## src/rtl/dot_product_row_feeder.sv

```systemverilog
// dot_product_row_feeder: sequences matrix/vector packages into an 8-lane dot-product unit and writes one result per row
// Ports:
//   clk, reset                 clock, synchronous active-high reset
//   start, n_rows, row_len     job request; n_rows/row_len sampled when start is accepted in IDLE
//   mat_addr/mat_rdata         matrix package memory, data valid one cycle after address
//   vec_addr/vec_rdata         vector package memory, data valid one cycle after address
//   dp_first_row/second_row    registered packages to the dot-product unit, strobed by dp_read_now
//   dp_total, dp_reset         row length and per-row clear for the dot-product unit
//   dp_finish, dp_result       dot-product completion level and scalar result
//   res_we/res_addr/res_data   result write port, one write per row at address = row
//   busy, done, err            status; done is a one-cycle pulse, err holds until the next valid start
// Option macro FEEDER_PERF_CNT_EN adds stall_cycles (cycles spent waiting on dp_finish)
//   and pkt_count (packages presented), both cleared on start and saturating.
module dot_product_row_feeder #(
    parameter int ELEMENT_WIDTH = 32,
    parameter int NO_OF_UNITS   = 8,
    parameter int ADDR_W        = 10,
    parameter int PKG_HOLD      = 2
) (
    input  logic                                   clk,
    input  logic                                   reset,
    input  logic                                   start,
    input  logic [ADDR_W-1:0]                      n_rows,
    input  logic [31:0]                            row_len,
    output logic [ADDR_W-1:0]                      mat_addr,
    input  logic [ELEMENT_WIDTH*NO_OF_UNITS-1:0]   mat_rdata,
    output logic [ADDR_W-1:0]                      vec_addr,
    input  logic [ELEMENT_WIDTH*NO_OF_UNITS-1:0]   vec_rdata,
    output logic [ELEMENT_WIDTH*NO_OF_UNITS-1:0]   dp_first_row,
    output logic [ELEMENT_WIDTH*NO_OF_UNITS-1:0]   dp_second_row,
    output logic                                   dp_read_now,
    output logic [31:0]                            dp_total,
    output logic                                   dp_reset,
    input  logic                                   dp_finish,
    input  logic [ELEMENT_WIDTH-1:0]               dp_result,
    output logic                                   res_we,
    output logic [ADDR_W-1:0]                      res_addr,
    output logic [ELEMENT_WIDTH-1:0]               res_data,
    output logic                                   busy,
    output logic                                   done,
`ifdef FEEDER_PERF_CNT_EN
    output logic [31:0]                            stall_cycles,
    output logic [31:0]                            pkt_count,
`endif
    output logic                                   err
);
    localparam int PW = ELEMENT_WIDTH * NO_OF_UNITS;

    typedef enum logic [2:0] {IDLE, CLR, FETCH, LOAD, PRESENT, WAIT_DP, WRITE, DONE} state_t;

    state_t                 state_q, state_d;
    logic [ADDR_W-1:0]      rows_q, rows_d, row_q, row_d;
    logic [31:0]            pkgs_q, pkgs_d, pkg_q, pkg_d, total_q, total_d, hold_q, hold_d;
    logic [PW-1:0]          first_q, first_d, second_q, second_d;
    logic [ELEMENT_WIDTH-1:0] res_q, res_d;
    logic                   err_q, err_d;
    logic                   bad;

    // A job with no rows or a row that does not split into whole packages is rejected outright
    assign bad = n_rows == '0 || row_len == '0 || row_len % 32'(NO_OF_UNITS) != '0;

    always_comb begin
        state_d  = state_q;
        rows_d   = rows_q;
        row_d    = row_q;
        pkgs_d   = pkgs_q;
        pkg_d    = pkg_q;
        total_d  = total_q;
        hold_d   = hold_q;
        first_d  = first_q;
        second_d = second_q;
        res_d    = res_q;
        err_d    = err_q;
        case (state_q)
            IDLE: if (start) begin
                rows_d  = n_rows;
                total_d = row_len;
                pkgs_d  = row_len / 32'(NO_OF_UNITS);
                row_d   = '0;
                pkg_d   = '0;
                err_d   = bad;
                state_d = bad ? DONE : CLR;
            end
            CLR:   state_d = FETCH;
            FETCH: state_d = LOAD;
            LOAD: begin
                first_d  = mat_rdata;
                second_d = vec_rdata;
                hold_d   = '0;
                state_d  = PRESENT;
            end
            PRESENT: begin
                hold_d = hold_q + 1;
                if (hold_q == 32'(PKG_HOLD - 1)) begin
                    pkg_d   = pkg_q + 1;
                    state_d = pkg_q + 1 == pkgs_q ? WAIT_DP : FETCH;
                end
            end
            WAIT_DP: if (dp_finish) begin
                res_d   = dp_result;
                state_d = WRITE;
            end
            WRITE: begin
                if (32'(row_q) + 1 < 32'(rows_q)) begin
                    row_d   = row_q + 1'b1;
                    pkg_d   = '0;
                    state_d = CLR;
                end else
                    state_d = DONE;
            end
            DONE:    state_d = IDLE;
            default: state_d = IDLE;
        endcase
    end

    always_ff @(posedge clk) begin
        if (reset) begin
            state_q  <= IDLE;
            rows_q   <= '0;
            row_q    <= '0;
            pkgs_q   <= '0;
            pkg_q    <= '0;
            total_q  <= '0;
            hold_q   <= '0;
            first_q  <= '0;
            second_q <= '0;
            res_q    <= '0;
            err_q    <= 1'b0;
        end else begin
            state_q  <= state_d;
            rows_q   <= rows_d;
            row_q    <= row_d;
            pkgs_q   <= pkgs_d;
            pkg_q    <= pkg_d;
            total_q  <= total_d;
            hold_q   <= hold_d;
            first_q  <= first_d;
            second_q <= second_d;
            res_q    <= res_d;
            err_q    <= err_d;
        end
    end

    // Addresses are only driven during FETCH so the memories see a quiet bus otherwise
    assign mat_addr      = state_q == FETCH ? ADDR_W'(32'(row_q) * pkgs_q + pkg_q) : '0;
    assign vec_addr      = state_q == FETCH ? ADDR_W'(pkg_q) : '0;
    assign dp_first_row  = first_q;
    assign dp_second_row = second_q;
    assign dp_read_now   = state_q == PRESENT;
    assign dp_total      = total_q;
    assign dp_reset      = state_q == CLR;
    assign res_we        = state_q == WRITE;
    assign res_addr      = state_q == WRITE ? row_q : '0;
    assign res_data      = res_q;
    assign busy          = state_q != IDLE;
    assign done          = state_q == DONE;
    assign err           = err_q;

`ifdef FEEDER_PERF_CNT_EN
    logic [31:0] stall_q, pkt_q;

    always_ff @(posedge clk) begin
        if (reset || (start && state_q == IDLE)) begin
            stall_q <= '0;
            pkt_q   <= '0;
        end else begin
            if (state_q == WAIT_DP && stall_q != '1)
                stall_q <= stall_q + 1;
            if (state_q == PRESENT && hold_q == '0 && pkt_q != '1)
                pkt_q <= pkt_q + 1;
        end
    end

    assign stall_cycles = stall_q;
    assign pkt_count    = pkt_q;
`endif
endmodule

```

## config.mk

```make
export PLATFORM = sky130hd
export DESIGN_NAME = dot_product_row_feeder
export DESIGN_NICKNAME = d
export VERILOG_FILES = /design/src/rtl/dot_product_row_feeder.sv
export SDC_FILE = /design/constraint.sdc
export NUM_CORES = 2
export LEC_CHECK = 0
export CAP_MARGIN = 20
export CORE_AREA = 2 2 473 475
export CTS_BUF_LIST = sky130_fd_sc_hd__clkbuf_4
export CTS_CLUSTER_DIAMETER = 60
export CTS_CLUSTER_SIZE = 20
export DETAILED_ROUTE_END_ITERATION = 7
export DIE_AREA = 0 0 475 477
export PLACE_DENSITY = 0.41
export SLEW_MARGIN = 0
export SYNTH_ARGS = -nofsm -noshare
export SYNTH_HDL_FRONTEND = slang
export SYNTH_SLANG_ARGS = --single-unit
```

## constraint.sdc

```tcl
create_clock -name clk -period 6.05 [get_ports clk]
set_input_delay 1.21 -clock clk [delete_from_list [all_inputs] [get_ports clk]]
set_output_delay 1.21 -clock clk [all_outputs]
set_load 0.005 [all_outputs]
```

==> metrics.yaml <==
floorplanning:
  initial_core_util_pct: 12.37
  ios: 1202
  die_x_um: 475
  fp.coreArea_um2: 221400
  rows: 173
  die-area_um2: 226600
  die_h_um: 477
placed_design:
  gp_congestion: 0.9183
  numPortBuffers: 1201
  place_area_um2: 42640
  hpwl_um: 151500
logic_synthesis:
  async_flop_share_pct: 0
  yosys.cell_types.count: 74
  synth_area_leaders: "dfxtp_1 49%, nand2_1 17%, a21oi_1 12%"
  synth_area_um2: 27390
  synth_edf_count: 0
  yosysTopAreaCell: "dfxtp_1"
  yosysSeqAreaShare_pct: 48.53
  synth_ff_type: "dfxtp_1"
  netlist.area_leader.share_pct: 48.53
  ys_ff_latch: 664
  syn_inst: 3543
  synth_nets: 4204
  yosys_warnings: 0
  syn_area_per_cell_um2: 7.731
global_routing:
  grt_usage_pct: 16.05
  first_global_vias: 29540
  antenna_found_initial: 133
  grt_pass1_wl_um: 253400
  grt_max_degree: 119
  grt_overflow: 0
worst_setup_path:
  crit_type: "reg -> out"
  critPathArrivalTime_ns: 5.10
  ff2ff_path_depth: 12
  critPathLaunchType: "flip-flop"
  critPathMaxFanout: 6
  end_kind: "output port"
  cp_slowest_cell: "fa_2"
  max_stage_delay_ns: 0.55
  required_ns: 4.84
  crit_path_cell_trace: "nand2_2, fa_1, inv_1, fa_2, ha_4, fa_1, inv_1, fa_1, inv_1, ha_4, a21oi_2, o21bai_1, a21oi_2, xnor2_1, nor2_1, buf_2"
  reg2reg_slack_ns: 1.78
finish:
  fillerInstances: 24920
  design_area_um2: 44860
  areaGrowthSynthToFinish_pct: 63.78
  fin_nets: 5314
  final_util_pct: 20.26
  drive_gt1_share_pct: 7.196
sta:
  slew_violations: 0
  tns_ns: -0.6196
  fin_ws_ns: -0.2600
  rsz0062_at_grt: "true"
  hold_viol: 0
  tightest_slew_ns: 1.011
  period_share_pct: 104.3
  relSlewSlack_pct: 32.57
  finalCriticalPeriod_ns: 6.310
  setup_viol: 4
  max_clock_freq_mhz: 158.5
  whs_ns: 0.4591
  fin_worst_skew_ns: 0.08817
clock_tree:
  clock-sinks: 664
  clockRootBuffer: "clkbuf_4"
  htreeDepth: 3
  clk_latency_ns: 1.15
  cts_buffer_depth: 3
  cts_tree: "built"
  clk_pin_slew_ns: 0.13
  numCtsBuffers: 100
  holdBufCountCts: 0
pwr:
  p_per_area_nw_per_um2: 262.5
  ir_worst_vdd_v: 0.0001633
  p_leak_nw: 14.65
  finalPower_w: 0.01178
hold_path:
  hold_path_class: "reg -> reg"
  hold_path_depth: 2
outcome:
  status: "finished with violations"
  violations: "negative setup slack"
drt:
  detail_route.first_pass.iterations: 5
  drc: 0
  wl_um: 188400
  post_drt_wl_per_cell_um: 24.28
  drt_iter0_drc: 1684
  antenna_left: 0
  via_count: 29790
  via_per_inst: 3.839
job:
  drv_cap: 0
cell usage after synthesis (21+ instances only):
cell type  number
a21oi_1       651
and2_1         48
and3_1         21
clkbuf_1      229
dfxtp_1       664
fa_1           30
ha_1           41
inv_1          77
nand2_1      1271
nand3_1        42
nand4_1        26
nor2_1         82
nor3_1         30
nor4_1         26
o21ai_0        32
xnor2_1        43
xor2_1         28
cells in the final DEF (no fill, tap or decap), types with 9 or more instances in the layout:
cell,count
bufinv_16,13
o21ai_0,32
o211ai_1,9
inv_8,12
nand4_1,26
a311oi_1,18
nand2_1,1264
fa_1,26
nor4_1,26
inv_6,14
nor2_1,81
clkbuf_4,113
and4_1,11
a31oi_1,13
and2_1,48
and3_1,20
dfxtp_1,653
clkinv_4,12
diode_2,44
xor2_1,28
buf_12,11
clkdlybuf4s50_1,1193
a21oi_1,647
xnor2_1,39
or3_1,11
or2_2,9
nand3_1,41
ha_1,33
inv_1,71
buf_4,52
nor3_1,30
what timing repair did:
| item | in CTS | in global routing |
|---|---|---|
| endpoints found under the setup margin | 7 | 6 |
| buffers inserted | 13 | 3 |
| endpoints found under the hold margin | 0 | 0 |
| resized for setup | 69 | 13 |
| pin swaps | 30 | 14 |
critical path, delay by kind of cell (launching register included):
family,cells,cell delay (ns)
adder cells (fa/ha/maj),6,2.59
flip-flops,1,0.42
AO/OA/AOI/OAI,3,0.38
buffers and inverters,4,0.31
XOR/XNOR,1,0.13
AND/OR/NAND/NOR,2,0.11
flip-flops by register name (all words and copies together) (netlist names):
name,count
dp_second_row,256
hold_q,32
dp_first_row,256
res_data,32
err,1
state_q,3
rows_q,10
pkg_q,32
row_q,10
dp_total,32
routing by layer:
metal,global-route usage [%],vias to the layer above,wire length [um]
met5,0,-,256
met1,18.52,14270,75270
met2,26.60,1173,88490
li1,-,13980,-
met3,6.832,323,18520
met4,5.058,40,5822
cell type report:
class	instances	area, um^2	share of cell area [%]
clock inverters	75	930.9	2.075
clock buffers	113	848.3	1.891
flip-flops and latches	664	13320	29.70
well taps	2975	3722	8.298
diodes	44	110.1	0.2454
multi-input cells	2541	12990	28.95
repair buffers	1268	12640	28.19
inverters	78	292.8	0.6526
kinds of logic after synthesis:
group,count (synthesis),synth area share [%]
compound gates,772,15.14
xor+xnor,71,2.270
fa+ha+maj,71,4.065
buf+inv,338,4.764
flops,664,48.53
mux,10,0.3928
simple gates,1617,24.84
where the power goes:
part	total [W]	internal, W	switching (W)
combinational	0.00294	0.00129	0.00165
sequential	0.00499	0.00471	0.000272
clock	0.00385	0.00161	0.00224
total	0.0118	0.00761	0.00416
final timing paths:
check / startpoint / to
worst max-delay path: dp_total[6]$_SDFFE_PP0P_ / mat_addr[9]
worst max register to register: row_q[0]$_SDFFE_PP0P_ / pkg_q[22]$_SDFFE_PP0P_
worst min-delay path: dp_first_row[243]$_SDFFE_PP0P_ / dp_first_row[243]$_SDFFE_PP0P_
worst min register to register: dp_first_row[243]$_SDFFE_PP0P_ / dp_first_row[243]$_SDFFE_PP0P_
per-stage QoR:
stage	cells	setup slack [ns]
2_1_floorplan	3543	0.7195
3_3_place_gp	7509	0.1107
3_5_place_dp	7510	0.1714
4_1_cts	7710	-0.5676
5_1_grt	7735	-0.6767
6_report	7758	-0.2600
Power figures use the tool's default switching activity.
